`src/rtl/pipe_ctrl_if.sv`:
```
// Handshake, hazard/flush request and redirect bundle between pipe_ctrl and the core datapath.
// master = the controller (pipe_ctrl), slave = the datapath/fetch side that raises requests.
interface pipe_ctrl_if #(
  parameter int NUM_STAGES = 5,
  parameter int ADDR_WIDTH = 32,
  parameter int CNT_WIDTH  = 32
);
  logic                             in_valid;
  logic                             out_ready;
  logic [NUM_STAGES-1:0]            stage_busy;
  logic [NUM_STAGES-1:0]            stage_stall;
  logic [NUM_STAGES-1:0]            flush_req;
  logic [NUM_STAGES*ADDR_WIDTH-1:0] flush_target;
  logic                             exp_en;
  logic                             e_ret;
  logic [ADDR_WIDTH-1:0]            trap_entry;
  logic [ADDR_WIDTH-1:0]            epc;
  logic [NUM_STAGES-1:0]            stage_valid;
  logic [NUM_STAGES-1:0]            stage_allowin;
  logic [NUM_STAGES-1:0]            flush_out;
  logic                             in_ready;
  logic                             redirect_valid;
  logic [ADDR_WIDTH-1:0]            redirect_pc;
  logic [CNT_WIDTH-1:0]             retire_cnt;
  logic [CNT_WIDTH-1:0]             flush_cnt;

  modport master (
    input  in_valid, out_ready, stage_busy, stage_stall, flush_req, flush_target,
           exp_en, e_ret, trap_entry, epc,
    output stage_valid, stage_allowin, flush_out, in_ready, redirect_valid, redirect_pc,
           retire_cnt, flush_cnt
  );

  modport slave (
    output in_valid, out_ready, stage_busy, stage_stall, flush_req, flush_target,
           exp_en, e_ret, trap_entry, epc,
    input  stage_valid, stage_allowin, flush_out, in_ready, redirect_valid, redirect_pc,
           retire_cnt, flush_cnt
  );
endinterface

```
`src/rtl/pipe_ctrl.sv`:
```
// In-order pipeline controller: stage valids, allowin ripple, one-winner kill mask, registered redirect.
// Kill mask and allowin are same-cycle; redirect lands one cycle later; out_ready=0 backs up the whole pipe.
module pipe_ctrl #(
  parameter int NUM_STAGES = 5,
  parameter int ADDR_WIDTH = 32,
  parameter int EXC_STAGE  = 3,
  parameter int CNT_WIDTH  = 32
) (
  input logic         clk,
  input logic         rst,
  pipe_ctrl_if.master bus
);
  localparam int N = NUM_STAGES;

  logic [N-1:0]          v;
  logic [N-1:0]          v_nxt;
  logic [N-1:0]          ready_go;
  logic [N-1:0]          allowin;
  logic [N-1:0]          kill;
  logic [N-1:0]          flush_q;
  logic                  exc_hit;
  logic                  eret_hit;
  logic                  accept;
  logic                  retire;
  logic                  redirect_valid;
  logic [ADDR_WIDTH-1:0] target;
  logic [ADDR_WIDTH-1:0] redirect_pc;
  logic [CNT_WIDTH-1:0]  retire_cnt;
  logic [CNT_WIDTH-1:0]  flush_cnt;

  function automatic logic [N-1:0] low_mask(input int upto);
    logic [N-1:0] m;
    for (int j = 0; j < N; j++) m[j] = (j < upto);
    return m;
  endfunction

  assign ready_go = v & ~bus.stage_busy & ~bus.stage_stall;

  always_comb begin
    allowin      = '0;
    allowin[N-1] = ~v[N-1] | (ready_go[N-1] & bus.out_ready);
    for (int i = N - 2; i >= 0; i--) begin
      allowin[i] = ~v[i] | (ready_go[i] & allowin[i+1]);
    end
  end

  assign exc_hit  = bus.exp_en & v[EXC_STAGE];
  assign eret_hit = bus.e_ret & v[EXC_STAGE];
  assign flush_q  = bus.flush_req & v;

  // Ascending scan: the oldest (highest-index) flush request is the last one written and wins.
  always_comb begin
    accept = 1'b0;
    kill   = '0;
    target = '0;
    if (exc_hit) begin
      accept = 1'b1;
      kill   = low_mask(EXC_STAGE + 1);
      target = bus.trap_entry;
    end else if (eret_hit) begin
      accept = 1'b1;
      kill   = low_mask(EXC_STAGE + 1);
      target = bus.epc;
    end else begin
      for (int k = 0; k < N; k++) begin
        if (flush_q[k]) begin
          accept = 1'b1;
          kill   = low_mask(k);
          target = bus.flush_target[k*ADDR_WIDTH +: ADDR_WIDTH];
        end
      end
    end
  end

  // A killed instruction must not ride into the next stage, so the source kill bit gates the transfer.
  always_comb begin
    v_nxt    = '0;
    v_nxt[0] = (allowin[0] ? (bus.in_valid & ~redirect_valid) : v[0]) & ~kill[0];
    for (int i = 1; i < N; i++) begin
      v_nxt[i] = (allowin[i] ? (ready_go[i-1] & ~kill[i-1]) : v[i]) & ~kill[i];
    end
  end

  assign retire = ready_go[N-1] & bus.out_ready & ~kill[N-1];

  always_ff @(posedge clk or posedge rst) begin
    if (rst) begin
      v              <= '0;
      redirect_valid <= 1'b0;
      redirect_pc    <= '0;
      retire_cnt     <= '0;
      flush_cnt      <= '0;
    end else begin
      v              <= v_nxt;
      redirect_valid <= accept;
      if (accept) begin
        redirect_pc <= target;
        flush_cnt   <= flush_cnt + CNT_WIDTH'(1);
      end
      if (retire) retire_cnt <= retire_cnt + CNT_WIDTH'(1);
    end
  end

  assign bus.stage_valid    = v;
  assign bus.stage_allowin  = allowin;
  assign bus.flush_out      = kill;
  assign bus.in_ready       = allowin[0] & ~redirect_valid;
  assign bus.redirect_valid = redirect_valid;
  assign bus.redirect_pc    = redirect_pc;
  assign bus.retire_cnt     = retire_cnt;
  assign bus.flush_cnt      = flush_cnt;
endmodule
```
`src/flat_wrapper.sv`:
```
// flat-port wrapper written by rule: the top's interface ports become plain ports
module pipe_ctrl_flat 
#(
  parameter int NUM_STAGES = 5,
  parameter int ADDR_WIDTH = 32,
  parameter int EXC_STAGE  = 3,
  parameter int CNT_WIDTH  = 32
)
  (clk, rst, bus_in_valid, bus_out_ready, bus_stage_busy, bus_stage_stall, bus_flush_req, bus_flush_target, bus_exp_en, bus_e_ret, bus_trap_entry, bus_epc, bus_stage_valid, bus_stage_allowin, bus_flush_out, bus_in_ready, bus_redirect_valid, bus_redirect_pc, bus_retire_cnt, bus_flush_cnt);
  pipe_ctrl_if #(.NUM_STAGES(NUM_STAGES), .ADDR_WIDTH(ADDR_WIDTH), .CNT_WIDTH(CNT_WIDTH)) bus_i ();
  input logic clk;
  input logic rst;
  input wire logic [$bits(bus_i.in_valid)-1:0] bus_in_valid;
  input wire logic [$bits(bus_i.out_ready)-1:0] bus_out_ready;
  input wire logic [$bits(bus_i.stage_busy)-1:0] bus_stage_busy;
  input wire logic [$bits(bus_i.stage_stall)-1:0] bus_stage_stall;
  input wire logic [$bits(bus_i.flush_req)-1:0] bus_flush_req;
  input wire logic [$bits(bus_i.flush_target)-1:0] bus_flush_target;
  input wire logic [$bits(bus_i.exp_en)-1:0] bus_exp_en;
  input wire logic [$bits(bus_i.e_ret)-1:0] bus_e_ret;
  input wire logic [$bits(bus_i.trap_entry)-1:0] bus_trap_entry;
  input wire logic [$bits(bus_i.epc)-1:0] bus_epc;
  output wire logic [$bits(bus_i.stage_valid)-1:0] bus_stage_valid;
  output wire logic [$bits(bus_i.stage_allowin)-1:0] bus_stage_allowin;
  output wire logic [$bits(bus_i.flush_out)-1:0] bus_flush_out;
  output wire logic [$bits(bus_i.in_ready)-1:0] bus_in_ready;
  output wire logic [$bits(bus_i.redirect_valid)-1:0] bus_redirect_valid;
  output wire logic [$bits(bus_i.redirect_pc)-1:0] bus_redirect_pc;
  output wire logic [$bits(bus_i.retire_cnt)-1:0] bus_retire_cnt;
  output wire logic [$bits(bus_i.flush_cnt)-1:0] bus_flush_cnt;
  assign bus_i.in_valid = bus_in_valid;
  assign bus_i.out_ready = bus_out_ready;
  assign bus_i.stage_busy = bus_stage_busy;
  assign bus_i.stage_stall = bus_stage_stall;
  assign bus_i.flush_req = bus_flush_req;
  assign bus_i.flush_target = bus_flush_target;
  assign bus_i.exp_en = bus_exp_en;
  assign bus_i.e_ret = bus_e_ret;
  assign bus_i.trap_entry = bus_trap_entry;
  assign bus_i.epc = bus_epc;
  assign bus_stage_valid = bus_i.stage_valid;
  assign bus_stage_allowin = bus_i.stage_allowin;
  assign bus_flush_out = bus_i.flush_out;
  assign bus_in_ready = bus_i.in_ready;
  assign bus_redirect_valid = bus_i.redirect_valid;
  assign bus_redirect_pc = bus_i.redirect_pc;
  assign bus_retire_cnt = bus_i.retire_cnt;
  assign bus_flush_cnt = bus_i.flush_cnt;
  pipe_ctrl #(.NUM_STAGES(NUM_STAGES), .ADDR_WIDTH(ADDR_WIDTH), .EXC_STAGE(EXC_STAGE), .CNT_WIDTH(CNT_WIDTH)) u_core (.clk(clk), .rst(rst), .bus(bus_i));
endmodule
```
`config.mk`:
```
export PLATFORM = sky130hd
export DESIGN_NAME = pipe_ctrl_flat
export DESIGN_NICKNAME = d
export VERILOG_FILES = /design/src/rtl/pipe_ctrl_if.sv /design/src/rtl/pipe_ctrl.sv /design/src/flat_wrapper.sv
export SDC_FILE = /design/constraint.sdc
export NUM_CORES = 1
export LEC_CHECK = 0
export ABC_AREA = 1
export BUFFER_PORTS_ARGS = -buffer_cell sky130_fd_sc_hd__buf_2
export CAP_MARGIN = 25
export CORE_AREA = 4 4 135 137
export DETAILED_ROUTE_END_ITERATION = 8
export DIE_AREA = 0 0 139 141
export HOLD_SLACK_MARGIN = 0.06
export PLACE_DENSITY_LB_ADDON = 0.15
export SYNTH_ARGS = -nofsm -noshare
export SYNTH_HDL_FRONTEND = slang
export SYNTH_SLANG_ARGS = --single-unit
export TNS_END_PERCENT = 30
```
`constraint.sdc`:
```
create_clock -name clk -period 3.5 [get_ports clk]
set_input_delay 0.35 -clock clk [delete_from_list [all_inputs] [get_ports clk]]
set_output_delay 0.35 -clock clk [all_outputs]
set_load 0.005 [all_outputs]
```
=== Yosys cells after proc, flatten, opt, wreduce, memory -nomap -nowiden ===
Index checks and enable logic that the tools add are counted.

* Logic and storage cells: 72
* Register bits: 102

* Multiplexer cells: 25
* $add $sub $neg: 2
* Bitwise logic cells: 40

{| class="wikitable"
|+ Operator list
! cell !! number
|-
| 32-bit two-way mux || 7
|-
| 32-bit by 1-bit adder with 32-bit output (second input constant) || 2
|-
| 1-bit bitwise AND || 19
|-
| 5-bit bitwise AND || 3
|-
| 1-bit two-way mux || 13
|-
| 1-bit inverter || 11
|-
| 5-bit two-way mux || 2
|-
| 5-bit inverter || 2
|-
| 1-bit bitwise OR || 5
|-
| 4-bit two-way mux || 1
|-
| 3-bit two-way mux || 1
|-
| 2-bit two-way mux || 1
|}

=== Longest topological paths before layout ===
Gate-level depths: netlist of the first run.

* Depth in word-level cells: 15
* Mapped depth: 13
* Gate-level depth less buffers: 13

=== Worst setup path before layout of the first run ===
No wires, ideal clock.

* Path kind: register -> output
* From: reg u_core.v[3] (netlist: u_core.bus.stage_valid[3])
* To: out bus_in_ready
* Slack: 1.761 ns
* Stages on the path, launching flop included: 10
* Buffers on the path: 0
* Arrival time: 1.389 ns
* Data required time: 3.150 ns
* Path through: dfrtp_1 -> nor3b_2 -> nand2_1 -> nand2_1 -> nand2_1 -> nand2_1 -> nand2_1 -> nand2_1 -> nand2_1 -> a21oi_1

* Word-level cells in the longest chain between the ends: 11
* Elaborated cells between the ends (all ways): 12
* Those cells by class: bitwise (12)

{| class="wikitable"
|+ Ends and longest elaborated chain
! element !! line !! text
|-
| from (decl) || pipe_ctrl.sv:15 || <nowiki>logic [N-1:0] v;</nowiki>
|-
| from (signal assigned) || pipe_ctrl.sv:94 || <nowiki>v <= v_nxt;</nowiki>
|-
| 5-bit bitwise AND (2 in series) || pipe_ctrl.sv:37 || <nowiki>assign ready_go = v & ~bus.stage_busy & ~bus.stage_stall;</nowiki>
|-
| 1-bit bitwise AND || pipe_ctrl.sv:43 || <nowiki>allowin[i] = ~v[i] | (ready_go[i] & allowin[i+1]);</nowiki>
|-
| 1-bit bitwise OR (*) || pipe_ctrl.sv:43 ||
|-
| net bus_stage_allowin[3] || flat_wrapper.sv:24 || <nowiki>output wire logic [$bits(bus_i.stage_allowin)-1:0] bus_stage_allowin;</nowiki>
|-
| 1-bit bitwise AND (*) || pipe_ctrl.sv:43 ||
|-
| 1-bit bitwise OR (*) || pipe_ctrl.sv:43 ||
|-
| net bus_stage_allowin[2] || flat_wrapper.sv:24 ||
|-
| 1-bit bitwise AND (*) || pipe_ctrl.sv:43 ||
|-
| 1-bit bitwise OR (*) || pipe_ctrl.sv:43 ||
|-
| net bus_stage_allowin[1] || flat_wrapper.sv:24 ||
|-
| 1-bit bitwise AND (*) || pipe_ctrl.sv:43 ||
|-
| 1-bit bitwise OR (*) || pipe_ctrl.sv:43 ||
|-
| 1-bit bitwise AND (*) || pipe_ctrl.sv:107 || <nowiki>assign bus.in_ready = allowin[0] & ~redirect_valid;</nowiki>
|-
| to (decl) || flat_wrapper.sv:26 || <nowiki>output wire logic [$bits(bus_i.in_ready)-1:0] bus_in_ready;</nowiki>
|}

Mark *: on every way through the listed nets, which the timed path passes. The rest lies on a longest branch.

=== Final worst setup path of the first run ===
* From: reg u_core.v[3] (netlist: u_core.bus.stage_valid[3])
* To: reg u_core.redirect_pc[21] (netlist: u_core.bus.redirect_pc[21])

* Word-level cells in the longest chain between the ends: 5
* Elaborated cells between the ends (all ways): 11
* Those cells by class: mux (8); bitwise (3)

{| class="wikitable"
|+ Ends and longest elaborated chain
! element !! line !! text
|-
| 5-bit bitwise AND || pipe_ctrl.sv:49 || <nowiki>assign flush_q = bus.flush_req & v;</nowiki>
|-
| 32-bit two-way mux or 1-bit two-way mux (tied branches) (2 in series) || pipe_ctrl.sv:66 || <nowiki>if (flush_q[k]) begin</nowiki>
|-
| 32-bit two-way mux or 1-bit two-way mux (tied branches) || pipe_ctrl.sv:60 || <nowiki>end else if (eret_hit) begin</nowiki>
|-
| 32-bit two-way mux or 1-bit two-way mux (tied branches) || pipe_ctrl.sv:56 || <nowiki>if (exc_hit) begin</nowiki>
|-
| to (signal assigned) || pipe_ctrl.sv:97 || <nowiki>redirect_pc <= target;</nowiki>
|-
| to (decl) || pipe_ctrl.sv:27 || <nowiki>logic [ADDR_WIDTH-1:0] redirect_pc;</nowiki>
|}

Several ways; a longest one is shown, not always the timed one.
A chain may end at the register's enable or synchronous reset.

==> results of run 1 <==
==> cells in the mapped netlist, drive strengths merged, types with 7 or more instances <==
master,instances
a21oi,13
a22o,7
a31oi,26
buf,28
clkbuf,20
dfrtp,102
inv,54
nand2,304
nand3,104
nand4,15
nor2,131
nor3,29
o21ai,44
o32ai,7
or2,24
xnor2,18
xor2,39
==> per-layer routing <==
| layer | global-route usage, % | share of wire [%] | vias up |
|---|---|---|---|
| met5 | 0 | 0.075 | - |
| met4 | 7.57 | 2.4 | 2 |
| met3 | 7.19 | 8.0 | 42 |
| met2 | 43.2 | 47 | 326 |
| met1 | 33.6 | 43 | 3637 |
| li1 | - | - | 3879 |
==> power by group <==
group          internal [mW]  total, mW  switching [mW]
combinational           1.06       2.86            1.80
sequential              1.51       1.77           0.261
clock                  0.577       1.05           0.472
total                   3.14       5.68            2.53
==> final timing paths <==
| kind | startpoint | end | slack (ns) |
|---|---|---|---|
| worst max-delay path | u_core.bus.stage_valid[3] | u_core.bus.redirect_pc[21] | 0.93 |
| worst min-delay path | rst | u_core.bus.flush_cnt[13] | 0.19 |
| worst max register to register | u_core.bus.stage_valid[3] | u_core.bus.redirect_pc[21] | 0.93 |
| worst min register to register | u_core.bus.redirect_pc[2] | u_core.bus.redirect_pc[2] | 0.48 |
| max in group asynchronous | rst | u_core.bus.flush_cnt[4] | 2.51 |
| min in group clk | bus_trap_entry[29] | u_core.bus.redirect_pc[29] | 0.22 |
==> worst max-delay path, stage by stage (launching register included) <==
cell and delay (ns):
sky130_fd_sc_hd__dfrtp_1 0.48, sky130_fd_sc_hd__nand2_4 0.33, sky130_fd_sc_hd__nand2_8 0.21, sky130_fd_sc_hd__nor2_8 0.16
sky130_fd_sc_hd__nand2_4 0.07, sky130_fd_sc_hd__nor2_4 0.14, sky130_fd_sc_hd__nand3_4 0.36, sky130_fd_sc_hd__inv_4 0.49
sky130_fd_sc_hd__a22o_1 0.22
==> area by class of cell <==
type	count	area, um2	area share (%)
Multi-Input combinational cell	781	3900	42.9
Sequential cell	102	2550	28.0
Timing Repair Buffer	363	1830	20.2
Tap cell	225	282	3.09
Clock buffer	10	239	2.63
Inverter	56	215	2.36
Clock inverter	6	68.8	0.756
Antenna cell	4	10.0	0.110
==> flip-flops by register name, summed over array words and instances, names as in the netlist <==
register	flops
u_core.bus.stage_valid	5
u_core.bus.redirect_valid	1
u_core.bus.flush_cnt	32
u_core.bus.retire_cnt	32
u_core.bus.redirect_pc	32
==> kinds of logic (layout without fill, tap and decap cells) <==
group                    count (synthesis)  after routing  share of synthesized area [%]
AND/OR/NAND/NOR                        618            618                           39.6
flip-flops                             102            102                           37.0
buffers and inverters                  104            435                           6.54
XOR/XNOR                                57             57                           7.23
other                                    1              5                         0.0543
adder cells (fa/ha/maj)                  2              2                          0.362
AO/OA/AOI/OAI                          103            103                           9.24
==> metrics by stage <==
stage	hold slack, ns	cell area [um2]	total power, mW	util, %	setup WS [ns]
floorplan	0.468	6910	3.62	-	0.475
global placement	0.458	8780	4.60	51.5	0.978
detailed placement	0.460	8780	4.64	51.5	0.911
CTS	0.200	9090	5.71	53.3	0.913
global route	0.222	9100	6.12	53.4	0.724
finish	0.187	9100	5.68	53.4	0.932
==> out/results.tsv, run 1 <==
stage	metric	value	unit
clocking	cts.root.buffer_cell	sky130_fd_sc_hd__clkbuf_16	
worst_setup_path	reg2regPathDepth	8	
placed_design	routabilityCongestion	0.898	
grt	global_route_wire_length_before_repair	40800	um
worst_setup_path	worst_setup_path_start_kind	flop	
timing	timing_worst_slew_pin_value	0.987	ns
timing	clock_skew	0.00879	ns
clocking	clk_pin_slew_worst_paths	0.08	ns
floorplan	die_w	139	um
layout	fin_cells	1547	
placed_design	detailedPlacementHpwl	21200	um
yosys	top_flip_flop_cell_by_instance_count_after_synthesis	sky130_fd_sc_hd__dfrtp_1	
yosys	syn_area	0.00691	mm2
hold_path	class_of_the_tightest_hold_or_removal_check	in2async	
grt	track_usage	26.1	%
layout	final_cell_mix	sky130_fd_sc_hd__buf_2 (356), sky130_fd_sc_hd__nand2_1 (297), sky130_fd_sc_hd__nor2_1 (126), sky130_fd_sc_hd__nand3_1 (103), sky130_fd_sc_hd__dfrtp_1 (102)	
timing	timing.slew.headroom	34.1	%
clocking	clock-sinks	102	
layout	layout_commonest_cell	sky130_fd_sc_hd__buf_2	
job	number_of_max_cap_violations	0	
power_and_ir_drop	leakage	4.87	nW
yosys	synth-seq-cells	102	
floorplan	die_height	141	um
drt	routed_wire_length	26500	um
worst_setup_path	critPathRequiredTime	3.79	ns
timing	timing.final.crit_period	2.57	ns
grt	antenna_found_initial	5	
clocking	cts-hold-fix-buffers	0	
worst_setup_path	worst-setup-path-type	reg2reg	
clocking	ctsLongestPathBuffers	2	
timing	timing_max_transition_violations_final	0	
yosys	yosysUniqueCellTypes	43	
grt	grt.overflow.total	0	
drt	antenna_left	0	
yosys	post-synth-top-area-fraction	37.0	%
worst_setup_path	worst_setup_path_end_kind	flop	
clocking	cts_tree	yes	
clocking	ctsResizeCount	0	
grt	grt_max_degree	70	
drt	drt_pass1_iterations	5	
yosys	post-synth-top-area-cell	sky130_fd_sc_hd__dfrtp_1	
timing	finalCritPeriodShare	73.4	%
clocking	clk_latency	0.35	ns
timing	totalNegativeSetupSlack	0	ns
timing	timing.final.setup_violations	0	
yosys	warnings_from_yosys	0	
drt	detail_route.iter0.violations	514	
layout	final_layout_size_suffix_gt1_share	32.7	%
drt	routed_via_count_divided_by_cell_count	5.10	
layout	design.final.nets	1560	
timing	finalHoldViolations	0	
layout	final.fill_count	1768	
timing	timing.fmax	389	MHz
outcome	status	completed	
yosys	synth.top_cells.by_area	sky130_fd_sc_hd__dfrtp_1 (37%), sky130_fd_sc_hd__nand2_1 (16%), sky130_fd_sc_hd__nand3_1 (7.5%)	
floorplan	num_rows	48	
worst_setup_path	worst_ep_arrival_time	2.86	ns
placed_design	dpl.cell_count	1527	
yosys	async_reset_ff_share	100	%
yosys	post_synth_inst_count	987	
drt	drc	0	
drt	via_count	7886	
clocking	h-tree-depth	3	
yosys	synth.net_count	1234	
clocking	cts_setup_buffers	0	
yosys	seq_area_frac_synth	37.0	%
yosys	synthesis.area_per_instance	7.00	um2
yosys	synth-edff-count	0	
clocking	tritoncts.num_buffers	9	
floorplan	number_of_placed_i_o_pins	358	
timing	unrepaired_setup_endpoints_after_global_routing	false	
drt	wl_per_cell	17.1	um
power_and_ir_drop	worst_ir_drop_vdd	0.386	mV
power_and_ir_drop	power-per-cell-area	624	mW/mm2
floorplan	design.core.area	0.0171	mm2
floorplan	design.die.area	0.0196	mm2
grt	vias_in_the_first_global_route	7670	
layout	area_growth	31.8	%
worst_setup_path	critical_path.max_fanout	36	
placed_design	numPortBuffers	356	
floorplan	initial_core_util	40.5	%
Note: power is estimated with default switching activity, not from simulation.
==> inputs of run 2 (changes only) <==
Clock period 3.5 ns to 2.64 ns, I/O delays scaled along.
==> run 2 against run 1 <==
Utilization up 0.17 points. Power up 30%. Flip-flop and latch count unchanged. Critical endpoint is now u_core.bus.redirect_pc[26]. Largest cell class unchanged.
==> out/results.tsv, run 2 (same netlist as run 1, synthesis figures left out) <==
stage	metric	value	unit
timing	timing.fmax	413	MHz
worst_setup_path	max_stage_delay	0.71	ns
layout	layout_commonest_cell	sky130_fd_sc_hd__buf_2	
drt	via_count	7810	
layout	fin_util	53.5	%
grt	global_route.usage.met3	7.19	%
clocking	clk_latency	0.35	ns
placed_design	preCtsSetupSlack	0.224	ns
grt	global_route.usage.met2	44.8	%
grt	grt.overflow.total	0	
worst_setup_path	cp_max_delay_cell	sky130_fd_sc_hd__clkinv_1	
drt	routed_wire_length	26600	um
floorplan	die_height	141	um
floorplan	design.core.area	0.0171	mm2
clocking	cts_setup_buffers	0	
grt	grt_busiest_layer	met2	
clocking	h-tree-depth	3	
timing	clock_skew	0.0111	ns
floorplan	initial_core_util	40.5	%
drt	antenna_left	0	
placed_design	routabilityCongestion	0.959	
worst_setup_path	worst_setup_path_start_kind	flop	
grt	grt_max_degree	59	
worst_setup_path	critical_path.max_fanout	27	
power_and_ir_drop	power-per-cell-area	808	mW/mm2
layout	combined_area_of_the_multi_input_logic_cells	0.00390	mm2
timing	timing.final.crit_period	2.42	ns
job	number_of_max_cap_violations	0	
floorplan	num_rows	48	
placed_design	numPortBuffers	356	
layout	final_cell_mix	sky130_fd_sc_hd__buf_2 (356), sky130_fd_sc_hd__nand2_1 (297), sky130_fd_sc_hd__nor2_1 (126), sky130_fd_sc_hd__nand3_1 (103), sky130_fd_sc_hd__dfrtp_1 (102)	
worst_setup_path	critical_path.n_buffers_inverters	1	
timing	totalNegativeSetupSlack	0	ns
clocking	cts.root.buffer_cell	sky130_fd_sc_hd__clkbuf_16	
floorplan	die_w	139	um
floorplan	design.die.area	0.0196	mm2
layout	final.fill_count	1799	
worst_setup_path	worst_ep_arrival_time	2.67	ns
timing	final_critical_path_setup_slack	0.217	ns
timing	finalHoldViolations	0	
clocking	clk_pin_slew_worst_paths	0.08	ns
timing	timing.slew.headroom	49.2	%
grt	global_route_wire_length_before_repair	41700	um
timing	timing.final.setup_violations	0	
worst_setup_path	crit_path_cell_trace	nand2_1, clkinv_1, a21oi_1, o21ai_0, a22o_1	
timing	unrepaired_setup_endpoints_after_global_routing	false	
floorplan	number_of_placed_i_o_pins	358	
layout	final_layout_size_suffix_gt1_share	32.8	%
placed_design	detailedPlacementHpwl	21600	um
worst_setup_path	worst-setup-path-type	reg2reg	
grt	antenna_found_initial	4	
hold_path	class_of_the_tightest_hold_or_removal_check	in2reg	
grt	vias_in_the_first_global_route	7718	
timing	timing_worst_slew_pin_value	0.761	ns
clocking	clock-sinks	102	
drt	detail_route.iter0.violations	499	
drt	drc	0	
layout	area_growth	32.2	%
grt	grt_met1_use	34.8	%
worst_setup_path	worst_setup_path_end_kind	flop	
clocking	cts_tree	yes	
layout	design.final.nets	1565	
grt	track_usage	26.6	%
worst_setup_path	critPathRequiredTime	2.89	ns
drt	routed_via_count_divided_by_cell_count	5.04	
drt	wl_per_cell	17.1	um
power_and_ir_drop	leakage	4.89	nW
worst_setup_path	critical-path-top-delay-family	buffers and inverters	
power_and_ir_drop	worst_ir_drop_vdd	0.393	mV
layout	sequential_cell_area	0.00255	mm2
layout	biggestRegsByFlops	u_core.bus.flush_cnt: 32 flops, u_core.bus.redirect_pc: 32 flops, u_core.bus.retire_cnt: 32 flops	
timing	finalCritPeriodShare	91.8	%
drt	drt_pass1_iterations	5	
clocking	tritoncts.num_buffers	9	
layout	finalInstanceArea	0.00913	mm2
clocking	ctsLongestPathBuffers	2	
outcome	status	completed	
timing	timing_max_transition_violations_final	0	
placed_design	placed_area	0.00883	mm2
-- run 2: report_power, final --
group          internal [mW]  switching, mW
clock network          0.653          0.625
registers               2.00          0.343
logic                   1.42           2.34
total                   4.07           3.31
-- run 2: metal layers --
| metal | routed length (um) | part of all wire, % |
|---|---|---|
| met3 | 2190 | 8.2 |
| met4 | 452 | 1.7 |
| met1 | 11200 | 42 |
| met5 | 8 | 0.030 |
| met2 | 12700 | 48 |
-- run 2: path summary, 6_finish.rpt --
check	from	endpoint	slack [ns]	depth (start not counted)
max	u_core.bus.stage_valid[3]	u_core.bus.redirect_pc[26]	0.22	5
min	bus_trap_entry[29]	u_core.bus.redirect_pc[29]	0.13	3
max reg2reg	u_core.bus.stage_valid[3]	u_core.bus.redirect_pc[26]	0.22	5
min reg2reg	u_core.bus.retire_cnt[31]	u_core.bus.retire_cnt[31]	0.47	1
max in group asynchronous	rst	u_core.bus.redirect_pc[13]	1.35	4
min in group asynchronous	rst	u_core.bus.retire_cnt[24]	0.57	3
-- run 2: area by class of cell --
class	count	share of cell area (%)
Antenna cell	4	0.110
Clock buffer	9	2.47
Clock inverter	6	0.603
Inverter	56	2.40
Multi-Input combinational cell	781	42.7
Sequential cell	102	28.0
Tap cell	225	3.08
Timing Repair Buffer	368	20.7
-- run 2: timing repair --
item | CTS | global route
hold buffers | 1 | 0
endpoints found under the setup margin | 0 | 3
endpoints found under the hold margin | 27 | 0
gates resized for setup | 0 | 1
-- run 2: tightest hold or removal path, stage by stage --
cell,delay (ns)
sky130_fd_sc_hd__buf_2,0.08
sky130_fd_sc_hd__nand2_1,0.04
sky130_fd_sc_hd__nand3_1,0.07
-- run 2: stage by stage --
step | power (mW) | instances | hold WS (ns)
after CTS | 7.47 | 1547 | 0.111
after floorplan | 4.80 | 987 | 0.397
final | 7.38 | 1551 | 0.127
after detailed placement | 6.15 | 1531 | 0.404
after global placement | 6.10 | 1531 | 0.405
after global routing | 8.06 | 1550 | 0.116
==> inputs of run 3 (changes only) <==
Settings changed: ABC_AREA 1 to unset, CORE_AREA 4 4 135 137 to 2 2 140 142, DIE_AREA 0 0 139 141 to 0 0 142 144.
==> run 3 against run 2 <==
Via count shrank 10%. Setup slack gained 0.058 ns. First-iteration DRC count down 43%. Area after synthesis is 9.9% lower. Final cell count shrank 14%. Global-route usage shrank 3.4 points. Non-clock buffer count grew 8. Design area decreased by 5.8%. Wire length shrank 8.2%. Clock skew is 0.0011 ns lower. Largest power group unchanged. Register-to-register slack improved by 0.23 ns.
==> out/results.tsv, run 3 <==
stage	metric	value	unit
power_and_ir_drop	leakage	4.34	nW
power_and_ir_drop	worst_ir_drop_vdd	0.480	mV
yosys	async_reset_ff_share	100	%
worst_setup_path	worstReg2RegEnd	u_core.bus.redirect_pc[5]	
worst_setup_path	rrSetupSlack	0.45	ns
placed_design	dpl.cell_count	1311	
hold_path	hp_start	bus_trap_entry[8]	
floorplan	number_of_placed_i_o_pins	358	
grt	vias_in_the_first_global_route	6731	
floorplan	num_rows	51	
clocking	ctsResizeCount	0	
power_and_ir_drop	power-per-cell-area	791	mW/mm2
worst_setup_path	cp_max_delay_cell	sky130_fd_sc_hd__dfrtp_1	
yosys	synth-edff-count	0	
floorplan	die_height	144	um
timing	timing.final.crit_period	2.36	ns
worst_setup_path	worst_ep_arrival_time	2.10	ns
layout	sequential_cell_area	0.00255	mm2
yosys	synth.top_cells.by_area	sky130_fd_sc_hd__dfrtp_1 (41%), sky130_fd_sc_hd__nand2_1 (9.7%), sky130_fd_sc_hd__xnor2_1 (7.2%)	
job	number_of_max_cap_violations	0	
yosys	most_frequent_cell_after_synthesis	sky130_fd_sc_hd__nand2_1	
timing	timing.slew.headroom	52.0	%
yosys	post-synth-top-area-cell	sky130_fd_sc_hd__dfrtp_1	
drt	routed_via_count_divided_by_cell_count	5.28	
worst_setup_path	max_stage_delay	0.51	ns
layout	combined_area_of_the_multi_input_logic_cells	0.00343	mm2
yosys	post-synth-top-area-fraction	41.0	%
yosys	warnings_from_yosys	0	
power_and_ir_drop	power.share.combinational	45.4	%
grt	antenna_found_initial	1	
drt	wl_per_cell	18.3	um
layout	biggestRegsByFlops	u_core.bus.flush_cnt: 32 flops, u_core.bus.redirect_pc: 32 flops, u_core.bus.retire_cnt: 32 flops	
timing	whs	0.181	ns
timing	totalNegativeSetupSlack	0	ns
worst_setup_path	worst-setup-path-type	reg2out	
yosys	synth-seq-cells	102	
timing	timing.final.setup_violations	0	
power_and_ir_drop	netSwitchingFraction	40.8	%
timing	timing.fmax	423	MHz
clocking	clk_latency	0.35	ns
clocking	ctsLongestPathBuffers	2	
drt	drc	0	
timing	timing_worst_slew_pin_value	0.718	ns
layout	final_layout_size_suffix_gt1_share	37.5	%
yosys	synth.net_count	1001	
yosys	top_flip_flop_cell_by_instance_count_after_synthesis	sky130_fd_sc_hd__dfrtp_1	
clocking	clock-sinks	102	
worst_setup_path	critPathRequiredTime	2.38	ns
worst_setup_path	critPathLaunch	u_core.bus.stage_valid[2]	
grt	track_usage	23.2	%
timing	finalHoldViolations	0	
clocking	cts_tree	yes	
drt	detail_route.iter0.violations	286	
outcome	status	completed	
clocking	cts-hold-fix-buffers	1	
yosys	synthesis.area_per_instance	8.25	um2
timing	timing_max_transition_violations_final	0	
drt	routed_wire_length	24400	um
placed_design	routabilityCongestion	0.842	
worst_setup_path	crit_path_cell_trace	nor3b_1, nand2_1, a31oi_1, a21bo_2, nor2b_1, buf_2	
layout	area_growth	38.4	%
clocking	cts_setup_buffers	0	
clocking	tritoncts.num_buffers	9	
timing	clock_skew	0.00999	ns
floorplan	initial_core_util	32.6	%
yosys	seq_area_frac_synth	41.0	%
yosys	post_synth_inst_count	754	
clocking	clk_pin_slew_worst_paths	0.08	ns
hold_path	class_of_the_tightest_hold_or_removal_check	in2reg	
yosys	most_frequent_cells_after_synthesis	sky130_fd_sc_hd__nand2_1 (161), sky130_fd_sc_hd__dfrtp_1 (102), sky130_fd_sc_hd__o21ai_0 (68)	
timing	unrepaired_setup_endpoints_after_global_routing	false	
worst_setup_path	critical_path.n_buffers_inverters	1	
worst_setup_path	worst_setup_path_start_kind	flop	
worst_setup_path	reg2regPathDepth	6	
clocking	cts.root.buffer_cell	sky130_fd_sc_hd__clkbuf_16	
worst_setup_path	critical_path_depth	6	
layout	layout_commonest_cell	sky130_fd_sc_hd__buf_2	
layout	final.fill_count	1996	
floorplan	design.core.area	0.0191	mm2
placed_design	numPortBuffers	356	
layout	design.final.nets	1333	
drt	via_count	7021	
floorplan	design.die.area	0.0204	mm2
power_and_ir_drop	p_int	4.03	mW
layout	final_cell_mix	sky130_fd_sc_hd__buf_2 (356), sky130_fd_sc_hd__nand2_1 (159), sky130_fd_sc_hd__dfrtp_1 (101), sky130_fd_sc_hd__o21ai_0 (68), sky130_fd_sc_hd__xnor2_1 (51)	
grt	global_route_wire_length_before_repair	36700	um
yosys	yosysUniqueCellTypes	44	
floorplan	die_w	142	um
placed_design	detailedPlacementHpwl	19000	um
grt	grt.overflow.total	0	
worst_setup_path	critical_path.max_fanout	8	
power_and_ir_drop	net_switching_component_of_the_power	2.78	mW
power_and_ir_drop	clock_network_fraction_of_design_power	21.2	%
worst_setup_path	critical-path-top-delay-family	compound AO/OA/AOI/OAI gates	
drt	antenna_left	0	
worst_setup_path	worst_setup_path_end_kind	primary output	
hold_path	worstHoldPathCells	3	
timing	finalCritPeriodShare	89.6	%
drt	drt_pass1_iterations	5	
layout	fin_cells	1330	
grt	grt_max_degree	61	
layout	fin_util	45.1	%
worst_setup_path	worstReg2RegStart	u_core.bus.stage_valid[3]	
power_and_ir_drop	relative_contribution_of_sequential_cells_to_total_power	33.4	%
yosys	syn_area	0.00622	mm2
worst_setup_path	worstSetupEndpoint	bus_in_ready	
clocking	h-tree-depth	3	
==> run 3: changes by cell type in the layout (fill, tap and decap cells not counted), moves of 30 or more <==
| cell | previous run | this run |
|---|---|---|
| sky130_fd_sc_hd__nor2_1 | 126 | 39 |
| sky130_fd_sc_hd__a21oi_1 | 13 | 43 |
| sky130_fd_sc_hd__inv_1 | 49 | 3 |
| sky130_fd_sc_hd__xnor2_1 | 18 | 51 |
| sky130_fd_sc_hd__nand3_1 | 103 | 49 |
| sky130_fd_sc_hd__nand2_1 | 297 | 159 |
==> run 3: worst register-to-register path: cells and delay by family, from the launching register on <==
| kind | cells | cell delay (ns) |
|---|---|---|
| DFF | 1 | 0.63 |
| buffers and inverters | 1 | 0.30 |
| and+or+nand+nor | 1 | 0.47 |
| AOI/OAI and AO/OA | 4 | 0.66 |
==> run 3: power by group through the flow <==
stage / clock (mW) / combinational (mW) / sequential, mW
2_1_floorplan: 0 / 1.85 / 2.23
4_1_cts: 1.49 / 3.10 / 2.27
6_report: 1.44 / 3.09 / 2.27
5_1_grt: 1.54 / 3.44 / 2.33
3_3_place_gp: 0 / 3.09 / 2.29
3_5_place_dp: 0 / 3.11 / 2.30
==> run 3: worst min path at each step <==
stage                                           end  slack (ns)
after CTS                 u_core.bus.redirect_pc[2]        0.17
after global routing      u_core.bus.redirect_pc[8]        0.17
after global placement    u_core.bus.retire_cnt[17]        0.28
final                     u_core.bus.redirect_pc[8]        0.18
after detailed placement  u_core.bus.retire_cnt[17]        0.28
after floorplan           u_core.bus.stage_valid[0]        0.41
==> run 3: layout make-up <==
type,count,share of cell area [%]
Antenna cell,1,0.0291
Clock buffer,9,2.62
Clock inverter,7,1.08
Inverter,4,0.218
Multi-Input combinational cell,593,39.9
Sequential cell,102,29.7
Tap cell,238,3.46
Timing Repair Buffer,376,23.0
==> run 3: logic make-up (layout without fill, tap and decap cells) <==
logic type	after synthesis	count (layout)	synth area share (%)
buffers and inverters	59	396	3.90
AND/OR/NAND/NOR	313	313	24.0
XOR/XNOR	62	62	8.73
other	1	2	0.0603
adder cells (fa/ha/maj)	2	2	0.402
AO/OA/AOI/OAI	214	214	21.7
flip-flops	102	102	41.0
multiplexers	1	1	0.181
==> run 3: metrics by stage <==
step | cell area [um2] | worst slack (ns) | power, mW
after floorplan | 6220 | 0.933 | 4.09
after global placement | 8260 | 0.489 | 5.38
after detailed placement | 8260 | 0.493 | 5.40
after CTS | 8590 | 0.256 | 6.86
after global routing | 8600 | 0.0296 | 7.31
final | 8600 | 0.276 | 6.80
==> run 3: routing by layer <==
layer	vias to the layer above	global-route usage (%)	wire length (um)	share of wire (%)
li1	3384	-	-	-
met1	3345	29.8	10200	42
met2	261	40.1	12500	51
met3	31	3.74	1170	4.8
met4	0	7.32	486	2.0
met5	-	0	0	0
